`config.mk`:
```
export PLATFORM = sky130hd
export DESIGN_NAME = layer_serializer_flat
export DESIGN_NICKNAME = d
export VERILOG_FILES = /design/src/rtl/layer_serializer_if.sv /design/src/rtl/layer_serializer.sv /design/src/flat_wrapper.sv
export SDC_FILE = /design/constraint.sdc
export NUM_CORES = 1
export LEC_CHECK = 0
export CORE_MARGIN = 2
export CORE_UTILIZATION = 45
export CTS_CLUSTER_DIAMETER = 80
export DETAILED_ROUTE_END_ITERATION = 7
export HOLD_SLACK_MARGIN = 0.02
export PLACE_DENSITY = 0.84
export SYNTH_ARGS = -nofsm -noshare
export SYNTH_HDL_FRONTEND = slang
export SYNTH_SLANG_ARGS = --single-unit
```
`constraint.sdc`:
```
create_clock -name CLK -period 4.2 [get_ports CLK]
set_input_delay 0.84 -clock CLK [delete_from_list [all_inputs] [get_ports CLK]]
set_output_delay 0.84 -clock CLK [all_outputs]
set_load 0.005 [all_outputs]
```
`src/rtl/layer_serializer_if.sv`:
```
// layer_serializer_if: parallel neuron results in, one-value-per-transfer stream out
interface layer_serializer_if #(
  parameter int NUM_VALUES = 4,
  parameter int WIDTH = 8,
  parameter int IDX_W = (NUM_VALUES > 1) ? $clog2(NUM_VALUES) : 1
);
  logic [NUM_VALUES*WIDTH-1:0] VALUES_IN;
  logic [NUM_VALUES-1:0] VALIDS_IN;
  logic OVERFLOW_IN;
  logic COLLECTING;
  logic signed [WIDTH-1:0] VALUE_OUT;
  logic VALID_OUT;
  logic READY_IN;
  logic LAST_OUT;
  logic [IDX_W-1:0] INDEX_OUT;
  logic OVF_OUT;
  logic OVERRUN;
  modport slave (
    input VALUES_IN, VALIDS_IN, OVERFLOW_IN, READY_IN,
    output COLLECTING, VALUE_OUT, VALID_OUT, LAST_OUT, INDEX_OUT, OVF_OUT, OVERRUN
  );
  modport master (
    output VALUES_IN, VALIDS_IN, OVERFLOW_IN, READY_IN,
    input COLLECTING, VALUE_OUT, VALID_OUT, LAST_OUT, INDEX_OUT, OVF_OUT, OVERRUN
  );
endinterface

```
`src/rtl/layer_serializer.sv`:
```
// layer_serializer: collects per-neuron results, then streams them in index order; LAYER_SERIALIZER_PINGPONG_EN adds a second bank
module layer_serializer #(
  parameter int NUM_VALUES = 4,
  parameter int WIDTH = 8,
  parameter int IDX_W = (NUM_VALUES > 1) ? $clog2(NUM_VALUES) : 1
) (
  input logic CLK,
  input logic RST,
  layer_serializer_if.slave bus
);
`ifdef LAYER_SERIALIZER_PINGPONG_EN
  localparam logic TOG = 1'b1;
`else
  localparam logic TOG = 1'b0;
`endif
  logic [WIDTH-1:0] data [2][NUM_VALUES];
  logic [NUM_VALUES-1:0] mask [2];
  logic [1:0] full, acc, tag;
  logic wb, sb, nb, valid, ovf, overrun;
  logic [IDX_W-1:0] idx;
  logic [NUM_VALUES-1:0] mask_nx;
  logic acc_nx, xfer, last, fin, cap, done, start;
  assign xfer = valid & bus.READY_IN;
  assign last = idx == IDX_W'(NUM_VALUES - 1);
  assign fin = xfer & last;
  // a bank whose final element leaves this cycle already accepts the next vector
  assign cap = !full[wb] | (fin & (sb == wb));
  assign mask_nx = mask[wb] | bus.VALIDS_IN;
  assign acc_nx = acc[wb] | bus.OVERFLOW_IN;
  // completion needs a bank that was free at the start of the cycle, giving the 1+N minimum period
  assign done = !full[wb] & (&mask_nx);
  assign start = (!valid | fin) & ((full[nb] & !(fin & (sb == nb))) | (done & (wb == nb)));
  assign bus.COLLECTING = !full[wb];
  assign bus.VALID_OUT = valid;
  assign bus.VALUE_OUT = valid ? data[sb][idx] : '0;
  assign bus.LAST_OUT = valid & last;
  assign bus.INDEX_OUT = idx;
  assign bus.OVF_OUT = ovf;
  assign bus.OVERRUN = overrun;
  // store each arriving slot into the collecting bank; contents need no reset
  always_ff @(posedge CLK)
    if (cap)
      for (int i = 0; i < NUM_VALUES; i++)
        if (bus.VALIDS_IN[i]) data[wb][i] <= bus.VALUES_IN[i*WIDTH +: WIDTH];
  // collect/stream control: masks, overflow tags, bank queueing and stream index
  always_ff @(posedge CLK) begin
    if (RST) begin
      mask <= '{default: '0};
      full <= '0;
      acc <= '0;
      tag <= '0;
      wb <= 1'b0;
      sb <= 1'b0;
      nb <= 1'b0;
      idx <= '0;
      valid <= 1'b0;
      ovf <= 1'b0;
      overrun <= 1'b0;
    end else begin
      if (cap) begin
        mask[wb] <= mask_nx;
        acc[wb] <= acc_nx;
      end
      if ((|bus.VALIDS_IN) && !cap) overrun <= 1'b1;
      if (xfer) idx <= last ? '0 : idx + IDX_W'(1);
      if (fin) begin
        full[sb] <= 1'b0;
        valid <= 1'b0;
      end
      if (done) begin
        full[wb] <= 1'b1;
        mask[wb] <= '0;
        acc[wb] <= 1'b0;
        tag[wb] <= acc_nx;
        wb <= wb ^ TOG;
      end
      if (start) begin
        valid <= 1'b1;
        idx <= '0;
        sb <= nb;
        nb <= nb ^ TOG;
        ovf <= (done && (wb == nb)) ? acc_nx : tag[nb];
      end
    end
  end
endmodule

```
`src/flat_wrapper.sv`:
```
// flat-port wrapper written by rule: the top's interface ports become plain ports
module layer_serializer_flat 
#(
  parameter int NUM_VALUES = 4,
  parameter int WIDTH = 8,
  parameter int IDX_W = (NUM_VALUES > 1) ? $clog2(NUM_VALUES) : 1
)
  (CLK, RST, bus_VALUES_IN, bus_VALIDS_IN, bus_OVERFLOW_IN, bus_READY_IN, bus_COLLECTING, bus_VALUE_OUT, bus_VALID_OUT, bus_LAST_OUT, bus_INDEX_OUT, bus_OVF_OUT, bus_OVERRUN);
  layer_serializer_if #(.NUM_VALUES(NUM_VALUES), .WIDTH(WIDTH), .IDX_W(IDX_W)) bus_i ();
  input logic CLK;
  input logic RST;
  input wire logic [$bits(bus_i.VALUES_IN)-1:0] bus_VALUES_IN;
  input wire logic [$bits(bus_i.VALIDS_IN)-1:0] bus_VALIDS_IN;
  input wire logic [$bits(bus_i.OVERFLOW_IN)-1:0] bus_OVERFLOW_IN;
  input wire logic [$bits(bus_i.READY_IN)-1:0] bus_READY_IN;
  output wire logic [$bits(bus_i.COLLECTING)-1:0] bus_COLLECTING;
  output wire logic [$bits(bus_i.VALUE_OUT)-1:0] bus_VALUE_OUT;
  output wire logic [$bits(bus_i.VALID_OUT)-1:0] bus_VALID_OUT;
  output wire logic [$bits(bus_i.LAST_OUT)-1:0] bus_LAST_OUT;
  output wire logic [$bits(bus_i.INDEX_OUT)-1:0] bus_INDEX_OUT;
  output wire logic [$bits(bus_i.OVF_OUT)-1:0] bus_OVF_OUT;
  output wire logic [$bits(bus_i.OVERRUN)-1:0] bus_OVERRUN;
  assign bus_i.VALUES_IN = bus_VALUES_IN;
  assign bus_i.VALIDS_IN = bus_VALIDS_IN;
  assign bus_i.OVERFLOW_IN = bus_OVERFLOW_IN;
  assign bus_i.READY_IN = bus_READY_IN;
  assign bus_COLLECTING = bus_i.COLLECTING;
  assign bus_VALUE_OUT = bus_i.VALUE_OUT;
  assign bus_VALID_OUT = bus_i.VALID_OUT;
  assign bus_LAST_OUT = bus_i.LAST_OUT;
  assign bus_INDEX_OUT = bus_i.INDEX_OUT;
  assign bus_OVF_OUT = bus_i.OVF_OUT;
  assign bus_OVERRUN = bus_i.OVERRUN;
  layer_serializer #(.NUM_VALUES(NUM_VALUES), .WIDTH(WIDTH), .IDX_W(IDX_W)) u_core (.CLK(CLK), .RST(RST), .bus(bus_i));
endmodule
```
Word-level counts from Yosys, hierarchy flattened
Memories as Yosys holds them, arrays and structs flattened.
Index checks and enable logic that the tools add are counted.
- flip-flop bits (word level): 18
- bits in latches: 0
- memory bits (writable): 64
- memory bits (read-only): 0
- input port bits: 40
- output and inout bits: 15
- logic and storage cells: 67
- memories kept: 1
- add/sub/neg operators: 1
- multiply operators: 0
- divide/modulo/power cells: 0
- $lt $le $gt $ge: 1
- equality and inequality tests: 1
- shift-type cells: 0
- multiplexer cells: 29
- bitwise logic cells: 12
- reduce and logical (&&, ||, !) cells: 11
- memories (memory ; depth ; bits a word ; rd ports ; clocked after memory_dff ; write ports ; line ; source):
    u_core.data ; 2 ; 32 ; 1 ; 0 ; 1 ; layer_serializer.sv:16 ; logic [WIDTH-1:0] data [2][NUM_VALUES];
- operators with widths (cell ; number):
    2-to-1 mux 8 bit ; 6
    2-to-1 mux 1 bit ; 19
    binary-select mux 8 bit (select 2 bit) ; 1
    AND 1 bit ; 6
    2-to-1 mux 2 bit ; 3
    nonzero test 3 bit ; 2
    logical NOT 1 bit ; 4
    OR 1 bit ; 4
    OR 4 bit ; 1
    AND reduction 4 bit ; 1
    OR reduction 4 bit ; 1
    >= comparator 3 bit (second input constant) ; 1
    inverter 2 -> 3 bit ; 1
    adder 2 x 1 -> 2 bit (second input constant) ; 1
    equality test 2 bit (second input constant) ; 1
    nonzero test 2 bit ; 1
    OR reduction 2 bit ; 1
    logical AND 1 bit ; 1

Depth between registers and ports, before layout
- word-level depth: 7
- depth in mapped cells: 6
- mapped depth without buffers: 5

Worst setup path after synthesis
OpenSTA, ideal clock, no wires.
- path kind: register to output
- start point: register u_core.idx[0] (netlist: u_core.bus.INDEX_OUT[0])
- end point: output bus_VALUE_OUT[0]
- data arrival time: 1.258 ns
- slack: 2.102 ns
- cell stages (with the launch flop): 4
- buffers on the path: 1
- path through: dfxtp_1 -> buf_4 -> mux4_2 -> and2_1
- longest elaborated chain between the ends: 5
- ends and longest elaborated chain (what ; line ; source):
    start, declared ; layer_serializer.sv:20 ; logic [IDX_W-1:0] idx;
    start signal, assigned ; layer_serializer.sv:65 ; if (xfer) idx <= last ? '0 : idx + IDX_W'(1);
    inverter 2 -> 3 bit (not written as such) ; layer_serializer.sv:35 ; assign bus.VALUE_OUT = valid ? data[sb][idx] : '0;
    binary-select mux 8 bit (select 2 bit) ; layer_serializer.sv:35 ;
    2-to-1 mux 8 bit (not written as such) (2 in a row) ; layer_serializer.sv:35 ;
    2-to-1 mux 8 bit ; layer_serializer.sv:35 ;
    end, declared ; flat_wrapper.sv:17 ; output wire logic [$bits(bus_i.VALUE_OUT)-1:0] bus_VALUE_OUT;
No other way between the ends. The select of a mux whose other input is x is not followed.

Final worst setup path
- start point: register u_core.idx[0] (netlist: u_core.bus.INDEX_OUT[0])
- end point: output bus_VALUE_OUT[1]
The elaborated chain is that of the path after synthesis.

==> results.sh <==
export IMPL_crit_path_max_fanout=13
export IMPL_worstSetupStartpoint="u_core.bus.INDEX_OUT[0]"
export IMPL_post_cts_resized=0
export IMPL_syn_avg_cell_area_sq_um=15.78
export IMPL_grt_usage=0.1724
export IMPL_final_nets=208
export IMPL_use_met1=0.2077
export IMPL_antenna_found_initial=0
export IMPL_powerDensity_nw_per_um2=385.2
export IMPL_hold_buffers=0
export IMPL_worst_pin_slew_ns=0.6567
export IMPL_reg2reg_slack_ns=1.82
export IMPL_drt_total_wl_microns=3405
export IMPL_synth_cell_types=27
export IMPL_final_cell_mix="clkdlybuf4s50_1 (54), edfxtp_1 (32), and2_1 (13), dfxtp_1 (12), a21oi_1 (9)"
export IMPL_synth_seq_cells=44
export IMPL_cts_tree="built"
export IMPL_fin_skew_ns=0.007602
export IMPL_min_period_over_period=0.7321
export IMPL_cts_made_buffers=5
export IMPL_cts_num_sinks=44
export IMPL_viasPerCell=5.157
export IMPL_syn_cell_area_sq_um=1752
export IMPL_layout_commonest_cell="clkdlybuf4s50_1"
export IMPL_max_freq_mhz=325.2
export IMPL_syn_inst=111
export IMPL_overflow=0
export IMPL_drtAntennaViolNets=0
export IMPL_firstDrtPassIters=4
export IMPL_worst_setup_path_end_kind="output pin"
export IMPL_ir_drop_uv=268.8
export IMPL_floorplan_initialDensity=0.4749
export IMPL_slew_violations=0
export IMPL_ctsLongestPathBuffers=2
export IMPL_crit_type="flop to output pin"
export IMPL_cts_htree_levels=2
export IMPL_outcome="finished, final reports clean"
export IMPL_dr_first_iter_drc_count=32
export IMPL_rsz0062_at_grt="no"
export IMPL_diodes=0
export IMPL_maxSlewHeadroom=0.5616
export IMPL_fin_cells=216
export IMPL_r2r_cells=4
export IMPL_cp_endpoint="bus_VALUE_OUT[1]"
export IMPL_hold_viol=0
export IMPL_crit_path_start_kind="flop"
export IMPL_cpPeakStageDelay_ns=0.75
export IMPL_gr_usage_met2=0.2950
export IMPL_syn_nets=152
export IMPL_cp_cell_sequence="mux4_2 > and2_1 > clkdlybuf4s50_1"
export IMPL_hold_path_class="flop to flop"
export IMPL_setup_viol=0
export IMPL_grt_pass1_wl_microns=5402
export IMPL_min_period_ns=3.075
export IMPL_num_vias=1114
export IMPL_synth_warnings=0
export IMPL_drc=0
export IMPL_dieArea_sq_um=4408
export IMPL_io_buffers=54
export IMPL_clock_latency_ns=0.29
export IMPL_root_buffer="clkbuf_8"
export IMPL_postCtsSetupBuffers=0
export IMPL_dpl_cell_count=208
export IMPL_met3_usage=0.04770
export IMPL_rows=22
export IMPL_cap_violations=0
export IMPL_wl_per_cell_microns=15.76
export IMPL_cp_arrival_ns=2.23
export IMPL_path_clk_slew_ns=0.08
export IMPL_tns_ns=0
export IMPL_ys_seq_area_frac=0.6857
export IMPL_io_pin_count=55
export IMPL_place_hpwl_microns=2497
export IMPL_slowest_stage="dfxtp_1"
export IMPL_place_gp_congestion=0.8179
export IMPL_grt_pass1_vias=1118
export IMPL_required_ns=3.36
export IMPL_gr_max_usage_layer="met2"
export IMPL_coreArea_sq_um=3689
export IMPL_r2r_start="u_core.bus.INDEX_OUT[0]"
export IMPL_die_h_microns=66.39
export IMPL_synthToLayoutAreaGrowth_pct=38.21
export IMPL_die_width_microns=66.39
export IMPL_leakagePower_nw=0.8310
export IMPL_rr_endpoint="u_core.data[0][31]"
export IMPL_drive_gt1_frac=0.1310
export IMPL_grt_max_degree=16
-- registers in the layout, summed over array words and instances (netlist names) --
name and flops:
u_core.full 1, u_core.tag 1, u_core.bus.INDEX_OUT 2, u_core.bus.VALID_OUT 1, u_core.mask 4, u_core.acc 1, u_core.bus.OVERRUN 1, u_core.bus.OVF_OUT 1
u_core.data 32
-- cell families after synthesis --
group                      share of synthesized area
muxes                                         0.1143
and+or+nand+nor                               0.1193
adders and majority gates                   0.007142
buffers and inverters                        0.01642
AOI/OAI and AO/OA                            0.05714
DFF                                           0.6857
-- worst min path at each step --
| stage | start | end | slack, ns | depth (start not counted) |
|---|---|---|---|---|
| after global routing | u_core.bus.OVERRUN | u_core.bus.OVERRUN | 0.54 | 2 |
| after floorplan | u_core.bus.OVERRUN | u_core.bus.OVERRUN | 0.46 | 2 |
| after global placement | u_core.bus.OVERRUN | u_core.bus.OVERRUN | 0.46 | 2 |
| after CTS | u_core.bus.OVERRUN | u_core.bus.OVERRUN | 0.50 | 2 |
| final | u_core.bus.OVERRUN | u_core.bus.OVERRUN | 0.50 | 2 |
| after detailed placement | u_core.bus.OVERRUN | u_core.bus.OVERRUN | 0.48 | 2 |
-- cells in the mapped netlist --
master | instances | share of area
o21bai_2 | 1 | 0.0064
or3b_1 | 1 | 0.0050
and3_1 | 1 | 0.0036
nor3_4 | 1 | 0.0093
inv_1 | 1 | 0.0021
nand2b_1 | 1 | 0.0036
ha_1 | 1 | 0.0071
buf_2 | 1 | 0.0029
edfxtp_1 | 32 | 0.55
a21oi_1 | 9 | 0.026
o32ai_1 | 1 | 0.0050
a211oi_2 | 1 | 0.0071
nor2_1 | 6 | 0.013
buf_4 | 1 | 0.0043
dfxtp_1 | 12 | 0.14
nor3_1 | 6 | 0.017
or4_2 | 1 | 0.0050
clkbuf_1 | 2 | 0.0043
mux2i_1 | 2 | 0.011
o32a_1 | 1 | 0.0057
mux4_2 | 8 | 0.10
o22ai_2 | 1 | 0.0071
clkbuf_2 | 1 | 0.0029
or2_2 | 1 | 0.0036
and2_2 | 1 | 0.0043
nand2_1 | 4 | 0.0086
and2_1 | 13 | 0.046
-- stage by stage --
step / hold slack, ns / power [mW] / setup WS, ns / utilization / instance area, sq um
after floorplan: 0.4604 / 0.5943 / 2.102 / - / 1752
after global placement: 0.4622 / 0.6669 / 1.435 / 0.6309 / 2327
after detailed placement: 0.4770 / 0.6730 / 1.414 / 0.6309 / 2327
after CTS: 0.5011 / 0.9406 / 1.084 / 0.6564 / 2421
after global routing: 0.5366 / 0.9700 / 0.9815 / 0.6564 / 2421
final: 0.4969 / 0.9327 / 1.125 / 0.6564 / 2421
-- worst max-delay path: cells and delay by family, from the launching register on --
family,cells,cell delay [ns]
AND/OR/NAND/NOR,1,0.17
buffers and inverters,1,0.45
flip-flops,1,0.75
multiplexers,1,0.58
-- per-layer routing --
layer,vias to the layer above,share of wire
met4,0,0.0082
met5,-,0
met2,34,0.53
met1,543,0.41
met3,4,0.052
li1,533,-
-- layout make-up --
type                    count  area (sq um)
fillers                   283          1267
clock inverters             1         7.507
repair buffers             54         540.5
clock buffers               7         86.33
multi-input cells          61         521.8
flip-flops and latches     44          1201
well taps                  48         60.06
inverters                   1         3.754
-- power by group --
part	total, mW	switching [mW]	internal (mW)
sequential	0.525	0.0204	0.505
clock	0.271	0.137	0.134
combinational	0.137	0.0508	0.0859
total	0.933	0.208	0.724
Note: power is estimated with default switching activity, not from simulation.
